`config.mk`:
```
export PLATFORM = sky130hd
export DESIGN_NAME = multicycle_control_unit
export DESIGN_NICKNAME = d
export VERILOG_FILES = /design/src/rtl/ctrl_pkg.sv /design/src/rtl/ctrl_alu_decode.sv /design/src/rtl/multicycle_control_unit.sv
export SDC_FILE = /design/constraint.sdc
export NUM_CORES = 1
export LEC_CHECK = 0
export CAP_MARGIN = 20
export CORE_MARGIN = 3
export CORE_UTILIZATION = 49
export DETAILED_ROUTE_END_ITERATION = 8
export GPL_ROUTABILITY_DRIVEN = 0
export MAX_ROUTING_LAYER = met4
export PLACE_DENSITY_LB_ADDON = 0.15
export SYNTH_ARGS = -nofsm -noshare
export SYNTH_HDL_FRONTEND = slang
export SYNTH_SLANG_ARGS = --single-unit
export TNS_END_PERCENT = 20
```
`constraint.sdc`:
```
create_clock -name clk -period 2.8 [get_ports clk]
set_clock_uncertainty 0.2 [all_clocks]
set_input_delay 0.56 -clock clk [delete_from_list [all_inputs] [get_ports clk]]
set_output_delay 0.56 -clock clk [all_outputs]
set_load 0.1 [all_outputs]
```
`src/rtl/ctrl_pkg.sv`:
```
// Shared types and encodings for the RV32I multi-cycle control unit.
// Holds the FSM state set, opcode map, mux select codes and the write-back helper.
package ctrl_pkg;

    typedef enum logic [2:0] {
        S_RST, S_INIT, S_FETCH, S_DECODE, S_EXEC, S_MEM, S_WB, S_TRAP
    } state_t;

    typedef enum logic [3:0] {
        CL_R, CL_I, CL_LOAD, CL_STORE, CL_BRANCH,
        CL_JAL, CL_JALR, CL_LUI, CL_AUIPC, CL_ILLEGAL
    } class_t;

    localparam logic [6:0] OP_R      = 7'b0110011;
    localparam logic [6:0] OP_I      = 7'b0010011;
    localparam logic [6:0] OP_LOAD   = 7'b0000011;
    localparam logic [6:0] OP_STORE  = 7'b0100011;
    localparam logic [6:0] OP_BRANCH = 7'b1100011;
    localparam logic [6:0] OP_JAL    = 7'b1101111;
    localparam logic [6:0] OP_JALR   = 7'b1100111;
    localparam logic [6:0] OP_LUI    = 7'b0110111;
    localparam logic [6:0] OP_AUIPC  = 7'b0010111;

    localparam logic [2:0] IMM_I = 3'b000;
    localparam logic [2:0] IMM_S = 3'b001;
    localparam logic [2:0] IMM_B = 3'b010;
    localparam logic [2:0] IMM_U = 3'b011;
    localparam logic [2:0] IMM_J = 3'b100;

    localparam logic [1:0] PC_PLUS4 = 2'b00;
    localparam logic [1:0] PC_IMM   = 2'b01;
    localparam logic [1:0] PC_ALU   = 2'b10;
    localparam logic [1:0] PC_INIT  = 2'b11;

    localparam logic [1:0] WB_ALU   = 2'b00;
    localparam logic [1:0] WB_MEM   = 2'b01;
    localparam logic [1:0] WB_PCIMM = 2'b10;
    localparam logic [1:0] WB_PC4   = 2'b11;

    localparam logic [4:0] OPR_ADD     = 5'b00000;
    localparam logic [4:0] OPR_SUB     = 5'b01000;
    localparam logic [4:0] OPR_PASSB   = 5'b11111;
    localparam logic [4:0] OPR_BR_BASE = 5'b10000;

    typedef struct packed {
        class_t     cls;
        logic       alu_src;
        logic [4:0] opr;
        logic [2:0] immsrc;
    } dec_t;

    typedef struct packed {
        logic [1:0] pc_sel;
        logic [1:0] mem_to_reg;
        logic       en_w;
    } wb_ctrl_t;

    // Write-back controls for a class; taken is the branch outcome from EXEC.
    function automatic wb_ctrl_t wb_ctrl(class_t cls, logic taken);
        wb_ctrl_t w;
        w = '{pc_sel: PC_PLUS4, mem_to_reg: WB_ALU, en_w: 1'b1};
        case (cls)
            CL_LOAD:    w.mem_to_reg = WB_MEM;
            CL_STORE:   w.en_w = 1'b0;
            CL_BRANCH: begin
                w.en_w   = 1'b0;
                w.pc_sel = taken ? PC_IMM : PC_PLUS4;
            end
            CL_JAL: begin
                w.pc_sel     = PC_IMM;
                w.mem_to_reg = WB_PC4;
            end
            CL_JALR: begin
                w.pc_sel     = PC_ALU;
                w.mem_to_reg = WB_PC4;
            end
            CL_AUIPC:   w.mem_to_reg = WB_PCIMM;
            CL_ILLEGAL: w.en_w = 1'b0;
            default: ;
        endcase
        return w;
    endfunction

endpackage

```
`src/rtl/ctrl_alu_decode.sv`:
```
// Combinational opcode classifier: selects ALU operation, ALU operand source
// and immediate format for the instruction currently held by the decoder.
module ctrl_alu_decode
    import ctrl_pkg::*;
(
    input  logic [6:0] opcode,
    input  logic [3:0] alu_action,
    input  logic [2:0] lorbtype,
    output dec_t       dec
);

    always_comb begin
        dec = '{cls: CL_ILLEGAL, alu_src: 1'b0, opr: OPR_ADD, immsrc: IMM_I};
        case (opcode)
            OP_R: begin
                dec.cls = CL_R;
                dec.opr = {1'b0, alu_action};
            end
            OP_I: begin
                dec.cls     = CL_I;
                dec.alu_src = 1'b1;
                // only the shift-right pair uses funct7[5] to pick SRAI vs SRLI
                dec.opr     = (alu_action[2:0] == 3'b101) ? {1'b0, alu_action}
                                                          : {2'b00, alu_action[2:0]};
            end
            OP_LOAD: begin
                dec.cls     = CL_LOAD;
                dec.alu_src = 1'b1;
            end
            OP_STORE: begin
                dec.cls     = CL_STORE;
                dec.alu_src = 1'b1;
                dec.immsrc  = IMM_S;
            end
            OP_BRANCH: begin
                dec.cls    = CL_BRANCH;
                dec.opr    = OPR_BR_BASE | {2'b00, lorbtype};
                dec.immsrc = IMM_B;
            end
            OP_JAL: begin
                dec.cls    = CL_JAL;
                dec.immsrc = IMM_J;
            end
            OP_JALR: begin
                dec.cls     = CL_JALR;
                dec.alu_src = 1'b1;
            end
            OP_LUI: begin
                dec.cls     = CL_LUI;
                dec.alu_src = 1'b1;
                dec.opr     = OPR_PASSB;
                dec.immsrc  = IMM_U;
            end
            OP_AUIPC: begin
                dec.cls     = CL_AUIPC;
                dec.alu_src = 1'b1;
                dec.immsrc  = IMM_U;
            end
            default: ;
        endcase
    end

endmodule

```
`src/rtl/multicycle_control_unit.sv`:
```
// Multi-cycle sequencer driving the RV32I datapath controls.
// Optional performance counters are compiled in with CTRL_PERF_EN.
//
// state  | meaning
// RST    | held in reset, all outputs 0
// INIT   | PC loads the boot address
// FETCH  | decoder registers the instruction
// DECODE | immediate format driven, opcode classified
// EXEC   | ALU runs, branch flag captured
// MEM    | data memory access plus MEM_WAIT stall cycles
// WB     | PC update and register write
// TRAP   | illegal opcode seen, halted until reset
module multicycle_control_unit
    import ctrl_pkg::*;
#(
    parameter int unsigned MEM_WAIT        = 0,
    parameter bit          TRAP_ON_ILLEGAL = 1'b1
) (
    input  logic        clk,
    input  logic        reset,
    input  logic [6:0]  opcode,
    input  logic [2:0]  lorbtype,
    input  logic [3:0]  alu_action,
    input  logic        zero,
    output logic        PCsel1,
    output logic        PCsel0,
    output logic        enPC,
    output logic        ALUsrc,
    output logic [2:0]  immsrc,
    output logic        memtoreg1,
    output logic        memtoreg0,
    output logic        read_mem,
    output logic        write_mem,
    output logic        enW,
    output logic [4:0]  opr,
    output logic        illegal
`ifdef CTRL_PERF_EN
    ,
    output logic [31:0] cycle_count,
    output logic [31:0] instret_count
`endif
);

    state_t     state;
    class_t     cls_q;
    dec_t       dec;
    logic [3:0] wait_cnt;
    logic [2:0] immsrc_q;
    logic [1:0] pc_sel;
    logic [1:0] mem_to_reg;

    ctrl_alu_decode u_dec (
        .opcode     (opcode),
        .alu_action (alu_action),
        .lorbtype   (lorbtype),
        .dec        (dec)
    );

    assign {PCsel1, PCsel0}       = pc_sel;
    assign {memtoreg1, memtoreg0} = mem_to_reg;

    // The immediate generator samples during DECODE, so the format bypasses the register there.
    assign immsrc = (state == S_DECODE) ? dec.immsrc :
                    (state inside {S_EXEC, S_MEM, S_WB}) ? immsrc_q : IMM_I;

    // Outputs are registered alongside the state they belong to.
    always_ff @(posedge clk or negedge reset) begin
        if (!reset) begin
            state      <= S_RST;
            cls_q      <= CL_R;
            wait_cnt   <= '0;
            immsrc_q   <= IMM_I;
            pc_sel     <= PC_PLUS4;
            mem_to_reg <= WB_ALU;
            enPC       <= 1'b0;
            ALUsrc     <= 1'b0;
            read_mem   <= 1'b0;
            write_mem  <= 1'b0;
            enW        <= 1'b0;
            opr        <= OPR_ADD;
            illegal    <= 1'b0;
        end else begin
            pc_sel     <= PC_PLUS4;
            mem_to_reg <= WB_ALU;
            enPC       <= 1'b0;
            read_mem   <= 1'b0;
            write_mem  <= 1'b0;
            enW        <= 1'b0;
            case (state)
                S_RST: begin
                    state  <= S_INIT;
                    pc_sel <= PC_INIT;
                    enPC   <= 1'b1;
                end
                S_INIT: begin
                    state  <= S_FETCH;
                    ALUsrc <= 1'b0;
                    opr    <= OPR_ADD;
                end
                S_FETCH: state <= S_DECODE;
                S_DECODE: begin
                    cls_q    <= dec.cls;
                    immsrc_q <= dec.immsrc;
                    ALUsrc   <= dec.alu_src;
                    opr      <= dec.opr;
                    if (dec.cls != CL_ILLEGAL) begin
                        state <= S_EXEC;
                    end else if (TRAP_ON_ILLEGAL) begin
                        state   <= S_TRAP;
                        illegal <= 1'b1;
                    end else begin
                        state <= S_WB;
                        enPC  <= 1'b1;
                        {pc_sel, mem_to_reg, enW} <= wb_ctrl(CL_ILLEGAL, 1'b0);
                    end
                end
                S_EXEC: begin
                    if (cls_q == CL_LOAD || cls_q == CL_STORE) begin
                        state     <= S_MEM;
                        wait_cnt  <= 4'(MEM_WAIT);
                        read_mem  <= (cls_q == CL_LOAD);
                        write_mem <= (cls_q == CL_STORE) && (MEM_WAIT == 0);
                    end else begin
                        state <= S_WB;
                        enPC  <= 1'b1;
                        // zero is the branch outcome sampled at the end of EXEC
                        {pc_sel, mem_to_reg, enW} <= wb_ctrl(cls_q, zero);
                    end
                end
                S_MEM: begin
                    read_mem <= (cls_q == CL_LOAD);
                    if (wait_cnt == 4'd0) begin
                        state <= S_WB;
                        enPC  <= 1'b1;
                        {pc_sel, mem_to_reg, enW} <= wb_ctrl(cls_q, 1'b0);
                    end else begin
                        wait_cnt  <= wait_cnt - 4'd1;
                        write_mem <= (cls_q == CL_STORE) && (wait_cnt == 4'd1);
                    end
                end
                S_WB: begin
                    state  <= S_FETCH;
                    ALUsrc <= 1'b0;
                    opr    <= OPR_ADD;
                end
                S_TRAP: state <= S_TRAP;
            endcase
        end
    end

`ifdef CTRL_PERF_EN
    always_ff @(posedge clk or negedge reset) begin
        if (!reset) begin
            cycle_count   <= '0;
            instret_count <= '0;
        end else begin
            if (state != S_RST && state != S_TRAP)
                cycle_count <= cycle_count + 32'd1;
            if (state == S_WB)
                instret_count <= instret_count + 32'd1;
        end
    end
`endif

endmodule

```
==> impl_metrics.ini, run 1 <==
[status]
status = complete, no violations

[placement]
io_buffers = 34
dp_cells = 271
dpl-instance-area_um2 = 2160
post-place-ws_ns = 0.00310
place_hpwl_um = 3180

[power_and_ir_drop]
leakage_nw = 0.984
powerDensity_nw_per_um2 = 561
clkPwrFrac_pct = 28.9
switching_share_pct = 34.8
p_seq_share_pct = 38.6
p_switching_mw = 0.439
peakVddDrop_mv = 0.431
p_int_mw = 0.825
total_power_mw = 1.26
p_comb_share_pct = 32.6

[critical_path]
critPathMaxFanout = 6
crit_type = in -> out
critical_path_arrival_ns = 1.99
endpoint_kind = primary output
worst_setup_path_start_kind = primary input
worstPathRequired_ns = 2.04

[routing]
drc = 0
first_pass_iters = 5
drt-total-wl_um = 4260
drt-initial-drc-count = 83
wl_per_cell_um = 15.3
via_per_inst = 5.76
ant_nets = 0
num_vias = 1606

[timing]
maxSlewViolCount = 0
min_period_ns = 2.75
rsz0062_at_grt = yes
tightest_slew_ns = 0.579
maxSlewHeadroom_pct = 60.3
finalWorstSetupSlack_ns = 0.0504
period_share_pct = 98.2
max_freq_ghz = 0.364
finalSetupViolations = 0
hold_viol = 0

[logic_synthesis]
synth.yosys.warnings = 0
post-synth-top-area-cell = dfrtp_1
postSynthCellCount = 189
synth_top_area_share_pct = 42.5
syn_avg_cell_area_um2 = 9.04
synth_nets = 209
synth-async-reset-ratio_pct = 100
mappedNetlistArea_um2 = 1710
synthTopCellsByArea = dfrtp_1, nand2_1, o21ai_0, a21oi_1, nor2_1
synthFlopType = dfrtp_1
yosysSeqAreaShare_pct = 42.5
synth-edff-count = 0
synthDistinctLibCells = 49
ys_ff_latch = 29

[cts]
cts.path.max_buffers = 2
hold_buffers = 0
cts_setup_buffers = 0
path_clk_slew_ns = 0.09
cts_tree = done
ctsRootBufferMaster = clkbuf_4
cts_made_buffers = 5
clk_latency_ns = 0.34
htreeDepth = 2
cts.sinks = 29

[floorplanning]
placementRows = 20
fp.dieH_um = 65.1
io_pins = 35
die_w_um = 65.1
core_area_um2 = 3180
dieArea_um2 = 4230
initial_core_util_pct = 53.8

[finish]
fin_cells = 279
postLayoutCoreUtil_pct = 70.9
top_register = opr
largest_reg_flops = 5
reg.largest.list = opr: 5 flops, cls_q: 4 flops, wait_cnt: 4 flops
final_nets = 254
drive_gt1_share_pct = 21.3
fin_area_um2 = 2250
fillers = 260
areaGrowthSynthToFinish_pct = 31.8
insertedDiodeCount = 0

[global_routing]
grt_max_degree = 30
grt_overflow = 0
grt_first_pass_wirelength_um = 7340
first_global_vias = 1609
antenna_found_initial = 0
track_usage_pct = 23.2

[job]
max_cap_violations = 0

[min_path]
hold_class = reg -> reg
## path summary, 6_finish.rpt
kind | start | to | slack (ns) | cells after the start
min reg2reg | immsrc_q[0] | immsrc_q[0] | 0.29 | 1
min | immsrc_q[0] | immsrc_q[0] | 0.29 | 1
max in group asynchronous | reset | ALUsrc | 1.73 | 2
max reg2reg | wait_cnt[0] | mem_to_reg[0] | 0.62 | 5
max | opcode[4] | immsrc[1] | 0.05 | 6
min in group asynchronous | reset | read_mem | 0.39 | 2
## placed cells by master, fill, tap and decap left out, types with 3 or more instances in the layout
cell,instances
a22o_1,5
nand3_1,6
a32o_1,3
nor2b_1,6
buf_12,3
dfrtp_1,29
ha_1,3
o21ai_0,12
nor2_1,12
buf_4,30
a21o_1,4
a21oi_1,10
o21ai_1,4
clkbuf_4,5
nor3b_1,3
nand2b_1,7
nand2_1,23
nor3_1,6
clkdlybuf4s50_1,16
inv_1,4
## metal layers
layer	GRT usage, %	routed length [um]	up-vias	share of wire [%]
met5	-	0	-	0
met4	10.6	92	0	2.2
met3	6.07	240	10	5.6
met2	35.6	2050	60	48
met1	28.7	1880	758	44
li1	-	-	778	-
## worst max-delay path, stage by stage
cell and delay [ns]:
clkdlybuf4s50_1 0.48, nor2_1 0.23, nand3_1 0.15, a21oi_1 0.22, a31o_2 0.17, buf_12 0.18
## cell type report
class                           instances  area, um^2  area share, %
Clock inverter                          1        30.0           1.33
Tap cell                               44        55.1           2.44
Multi-Input combinational cell        145         926           41.1
Sequential cell                        29         726           32.2
Inverter                                4        15.0          0.667
Clock buffer                            7        55.1           2.44
Timing Repair Buffer                   49         445           19.8
## through the flow
| stage | hold slack, ns | TNS [ns] |
|---|---|---|
| 3_3_place_gp | 0.262 | 0 |
| 6_report | 0.287 | 0 |
| 5_1_grt | 0.313 | -0.0605 |
| 4_1_cts | 0.291 | 0 |
| 2_1_floorplan | 0.0644 | 0 |
| 3_5_place_dp | 0.271 | 0 |
## synthesized netlist by cell type, types with 2 or more instances
library cell and instances:
a21o_1 4, nand3b_1 2, and2b_1 2, a32o_1 3, nor3b_1 3, nor2_1 12
buf_2 3, inv_1 4, ha_1 3, a31oi_1 2, a31o_2 2, clkbuf_1 6
nor3_1 7, a22o_1 5, or3b_1 2, nand3_1 6, o22ai_1 2, nand2b_1 7
o21ai_1 4, o21ai_0 12, a211oi_1 3, a21oi_1 10, o21a_1 2, nor2b_1 6
buf_4 2, dfrtp_1 29, nand2_1 23, mux2i_1 2
## logic make-up after synthesis
| kind of cell | after synthesis | share of synthesized area, % |
|---|---|---|
| AND/OR/NAND/NOR | 77 | 24.2 |
| AO/OA/AOI/OAI | 61 | 25.0 |
| flip-flops | 29 | 42.5 |
| buffers and inverters | 15 | 3.95 |
| adder cells (fa/ha/maj) | 3 | 2.20 |
| XOR/XNOR | 2 | 1.03 |
| multiplexers | 2 | 1.17 |
## repair_timing
| action | in CTS | in global routing |
|---|---|---|
| endpoints found under the setup margin | 2 | 3 |
| pin swaps | 0 | 0 |
| resized for setup | 2 | 0 |
| cloned | 0 | 0 |
## power groups by stage
| stage | logic [mW] | clock network, mW | registers, mW |
|---|---|---|---|
| 2_1_floorplan | 0.253 | 0 | 0.498 |
| 3_3_place_gp | 0.394 | 0 | 0.492 |
| 3_5_place_dp | 0.405 | 0 | 0.494 |
| 4_1_cts | 0.410 | 0.372 | 0.486 |
| 5_1_grt | 0.449 | 0.397 | 0.492 |
| 6_report | 0.412 | 0.365 | 0.488 |
No activity file was read; power rests on OpenSTA's default activity.
==> run 2, diff against run 1 <==
CORE_MARGIN = 5   (was 3)
==> run 2 against run 1 <==
  * Final cell count increased by 1.1%
  * Sequential cell count unchanged
  * Power is 9.5% lower
  * Die area up 13%
  * Design area decreased by 0.33%
  * Global-route usage fell by 4.5 points
  * First-iteration DRC count grew 57%
  * Combinational power decreased by 2%
  * Count of clock-buffer cells in the layout did not move
  * Sequential power fell by 0.8%
  * Clock power down 30%
  * Maximum frequency increased by 0.36%
  * Critical path type unchanged
  * Critical endpoint is now immsrc[0]
  * Highest routed layer unchanged
==> impl_metrics.ini, run 2 (synthesized netlist as in run 1, its figures left out) <==
[critical_path]
ff2ff_path_depth = 5
r2r-start = wait_cnt[0]
critPathMaxFanout = 4
worstPathRequired_ns = 2.04
worst_setup_path_start_kind = primary input
crit_type = in -> out
critical_path_arrival_ns = 1.98
crit_start = opcode[3]
endpoint_kind = primary output

[timing]
rsz0062_at_grt = yes
period_share_pct = 97.9
maxSlewViolCount = 0
max_freq_ghz = 0.365
hold_viol = 0
maxSlewHeadroom_pct = 55.5
setup_tns_ns = 0
tightest_slew_ns = 0.648
finalSetupViolations = 0
finalWorstSetupSlack_ns = 0.0602
min_period_ns = 2.74

[floorplanning]
fp.dieH_um = 69.1
io_pins = 35
core_area_um2 = 3360
dieArea_um2 = 4770
placementRows = 21
initial_core_util_pct = 50.8
die_w_um = 69.1

[power_and_ir_drop]
leakage_nw = 0.980
clkPwrFrac_pct = 22.4
p_int_mw = 0.731
p_comb_share_pct = 35.3
powerDensity_nw_per_um2 = 510
switching_share_pct = 36.1
peakVddDrop_mv = 0.264
p_switching_mw = 0.414
p_seq_share_pct = 42.3

[min_path]
hp-start = illegal
hold_class = reg -> reg
whs_path_depth = 1

[cts]
hold_buffers = 0
cts_tree = done
cts_setup_buffers = 0
cts.path.max_buffers = 2
cts_made_buffers = 5
clk_latency_ns = 0.33
ctsRootBufferMaster = clkbuf_4
cts.sinks = 29
htreeDepth = 2
path_clk_slew_ns = 0.10

[global_routing]
grt_max_degree = 30
track_usage_pct = 18.7
grt_first_pass_wirelength_um = 7120
first_global_vias = 1628
grt_overflow = 0
antenna_found_initial = 0

[routing]
via_per_inst = 5.64
drt-total-wl_um = 4020
first_pass_iters = 4
ant_nets = 0
drc = 0
drt-initial-drc-count = 130
num_vias = 1591
wl_per_cell_um = 14.3

[finish]
areaGrowthSynthToFinish_pct = 31.3
largest_reg_flops = 5
reg.largest.list = opr: 5 flops, cls_q: 4 flops, wait_cnt: 4 flops
insertedDiodeCount = 0
fillers = 296
final_nets = 256
layout_common_cells = buf_4, dfrtp_1, nand2_1
final_common_cell = buf_4
drive_gt1_share_pct = 22.5
top_register = opr

[placement]
place_hpwl_um = 3150
post-place-ws_ns = -0.0633
io_buffers = 34

[status]
status = complete, no violations

[job]
max_cap_violations = 0
-- run 2: path summary, 6_finish.rpt --
check                                      to  slack, ns
max in group asynchronous            state[1]       1.72
worst min-delay path                  illegal       0.29
min in group asynchronous         wait_cnt[0]       0.40
worst max register to register  mem_to_reg[0]       0.60
worst min register to register        illegal       0.29
worst max-delay path                immsrc[0]       0.06
-- run 2: power groups by stage --
stage / Combinational, mW / Sequential [mW] / Clock [mW]
detailed placement: 0.404 / 0.492 / 0
finish: 0.404 / 0.484 / 0.256
global placement: 0.399 / 0.490 / 0
CTS: 0.407 / 0.483 / 0.263
floorplan: 0.253 / 0.498 / 0
global route: 0.442 / 0.489 / 0.289
-- run 2: layout make-up --
type,instances,area [um^2],share of cell area (%)
multi-input cells,145,932,41.5
flip-flops and latches,29,726,32.3
repair buffers,51,459,20.5
well taps,46,57.6,2.56
clock buffers,7,55.1,2.45
inverters,4,15.0,0.669
-- run 2: critical path, cell delays in order --
cell	delay [ns]
clkdlybuf4s50_1	0.41
nand3b_1	0.17
or2_1	0.28
a211oi_2	0.21
a31o_2	0.17
buf_12	0.17
-- run 2: through the flow --
| stage | power [mW] | cell area, um^2 | util, % | hold slack (ns) | instances |
|---|---|---|---|---|---|
| finish | 1.14 | 2240 | 66.7 | 0.295 | 282 |
| floorplan | 0.751 | 1710 | - | 0.0644 | 189 |
| global route | 1.22 | 2240 | 66.7 | 0.308 | 282 |
| detailed placement | 0.896 | 2170 | 64.7 | 0.264 | 275 |
| CTS | 1.15 | 2240 | 66.6 | 0.291 | 282 |
| global placement | 0.889 | 2170 | 64.7 | 0.264 | 275 |
-- run 2: repair_timing --
action | in CTS | in global routing
gates cloned | 0 | 0
setup endpoints to repair | 3 | 1
hold endpoints to repair | 0 | 0
gates resized for setup | 4 | 1
-- run 2: per-layer routing --
metal,wire length (um),GRT usage [%],vias up
li1,-,-,780
met2,2000,30.4,53
met4,121,9.54,0
met1,1690,21.0,746
met3,208,5.23,12
met5,0,-,-
==> run 3, diff against run 2 <==
CORE_MARGIN = not set   (was 5)
==> run 3 against run 2 <==
  * Core utilization up 2.1 points
  * Sequential share of layout area decreased by 0.72 points
  * Routed wire length rose by 6.5%
  * Final cell count grew 2.1%
==> impl_metrics.ini, run 3 (synthesized netlist as in run 1, its figures left out) <==
[timing]
max_freq_ghz = 0.362
hold_viol = 0
period_share_pct = 98.7
maxSlewHeadroom_pct = 58.0
setup_tns_ns = 0
maxSlewViolCount = 0
rsz0062_at_grt = no
finalSetupViolations = 0
min_period_ns = 2.76
tightest_slew_ns = 0.612

[cts]
ctsRootBufferMaster = clkbuf_4
htreeDepth = 2
cts_made_buffers = 5
cts_setup_buffers = 0
cts.path.max_buffers = 2
cts_tree = done
path_clk_slew_ns = 0.09
cts.sinks = 29
clk_latency_ns = 0.33

[global_routing]
grt_max_degree = 30
antenna_found_initial = 0
grt_first_pass_wirelength_um = 6940
track_usage_pct = 26.6
first_global_vias = 1561
grt_overflow = 0

[routing]
via_per_inst = 5.81
drt-initial-drc-count = 57
ant_nets = 0
wl_per_cell_um = 14.9
drt-total-wl_um = 4280
first_pass_iters = 4
drc = 0
num_vias = 1674

[floorplanning]
die_w_um = 61.1
dieArea_um2 = 3730
core_area_um2 = 3340
io_pins = 35
initial_core_util_pct = 51.2
fp.dieH_um = 61.1
placementRows = 21

[critical_path]
endpoint_kind = primary output
critPathCapture = immsrc[0]
rr_endpoint = mem_to_reg[0]
critPathMaxFanout = 3
crit_type = in -> out
worst_setup_path_start_kind = primary input
crit_start = opcode[3]
ff2ff_path_depth = 5
worstPathRequired_ns = 2.04
critical_path_arrival_ns = 2.00
r2r-start = wait_cnt[0]
ff2ff_setup_slack_ns = 0.59

[finish]
postLayoutCoreUtil_pct = 68.8
reg.largest.list = opr: 5 flops, cls_q: 4 flops, wait_cnt: 4 flops
fillers = 283
fin_cells = 288
largest_reg_flops = 5
drive_gt1_share_pct = 24.4
insertedDiodeCount = 0
areaGrowthSynthToFinish_pct = 34.3
top_register = opr
layout_common_cells = buf_4, dfrtp_1, nand2_1
final_common_cell = buf_4
final_nets = 262

[min_path]
hold_class = reg -> reg
hp-start = immsrc_q[2]

[power_and_ir_drop]
peakVddDrop_mv = 0.275
leakage_nw = 1.03
powerDensity_nw_per_um2 = 502

[placement]
dp_cells = 281
io_buffers = 34
place_hpwl_um = 3170

[status]
status = complete, no violations

[job]
max_cap_violations = 0
-- run 3: layout make-up --
class | instances | area, um^2 | share of cell area [%]
Multi-Input combinational cell | 145 | 932 | 40.6
Sequential cell | 29 | 726 | 31.6
Timing Repair Buffer | 57 | 510 | 22.2
Tap cell | 46 | 57.6 | 2.51
Clock buffer | 7 | 55.1 | 2.40
Inverter | 4 | 15.0 | 0.654
-- run 3: how the worst min path moves through the flow --
stage               slack [ns]           to  depth (start not counted)
floorplan                 0.06       ALUsrc                          0
global route              0.30  immsrc_q[2]                          2
CTS                       0.29  immsrc_q[2]                          2
finish                    0.28  immsrc_q[2]                          2
detailed placement        0.26  immsrc_q[2]                          2
global placement          0.26  immsrc_q[2]                          2
-- run 3: per-layer routing --
| layer | global-route usage, % | routed length (um) | part of all wire, % |
|---|---|---|---|
| met1 | 30.7 | 1770 | 41 |
| met5 | - | 0 | 0 |
| met3 | 6.09 | 220 | 5.1 |
| met2 | 43.9 | 2170 | 51 |
| met4 | 12.3 | 116 | 2.7 |
-- run 3: power by group --
| part | total [mW] | switching (mW) | leakage [nW] | internal (mW) |
|---|---|---|---|---|
| registers | 0.483 | 0.0334 | 0.378 | 0.450 |
| logic | 0.411 | 0.250 | 0.617 | 0.161 |
| clock network | 0.258 | 0.140 | 0.0314 | 0.118 |
-- run 3: worst max-delay path, stage by stage --
cell and delay (ns):
clkdlybuf4s50_1 0.42, nand3b_1 0.20, or2_1 0.28, a211oi_2 0.20
a31o_2 0.17, buf_12 0.17
-- run 3: stage by stage --
stage	hold slack (ns)	cell area (um^2)	worst slack [ns]	total power, mW
after detailed placement	0.264	2220	-0.0421	0.896
after floorplan	0.0644	1710	0.0995	0.751
after global routing	0.304	2300	0.00182	1.22
final	0.282	2300	0.0369	1.15
after CTS	0.285	2280	-0.00382	1.15
after global placement	0.263	2220	-0.00853	0.887
-- run 3: timing repair --
action | CTS | global route
gates resized for setup | 2 | 4
cloned | 0 | 0
hold buffers | 0 | 0
setup endpoints to repair | 3 | 3
pin swaps | 0 | 0
endpoints found under the hold margin | 0 | 0
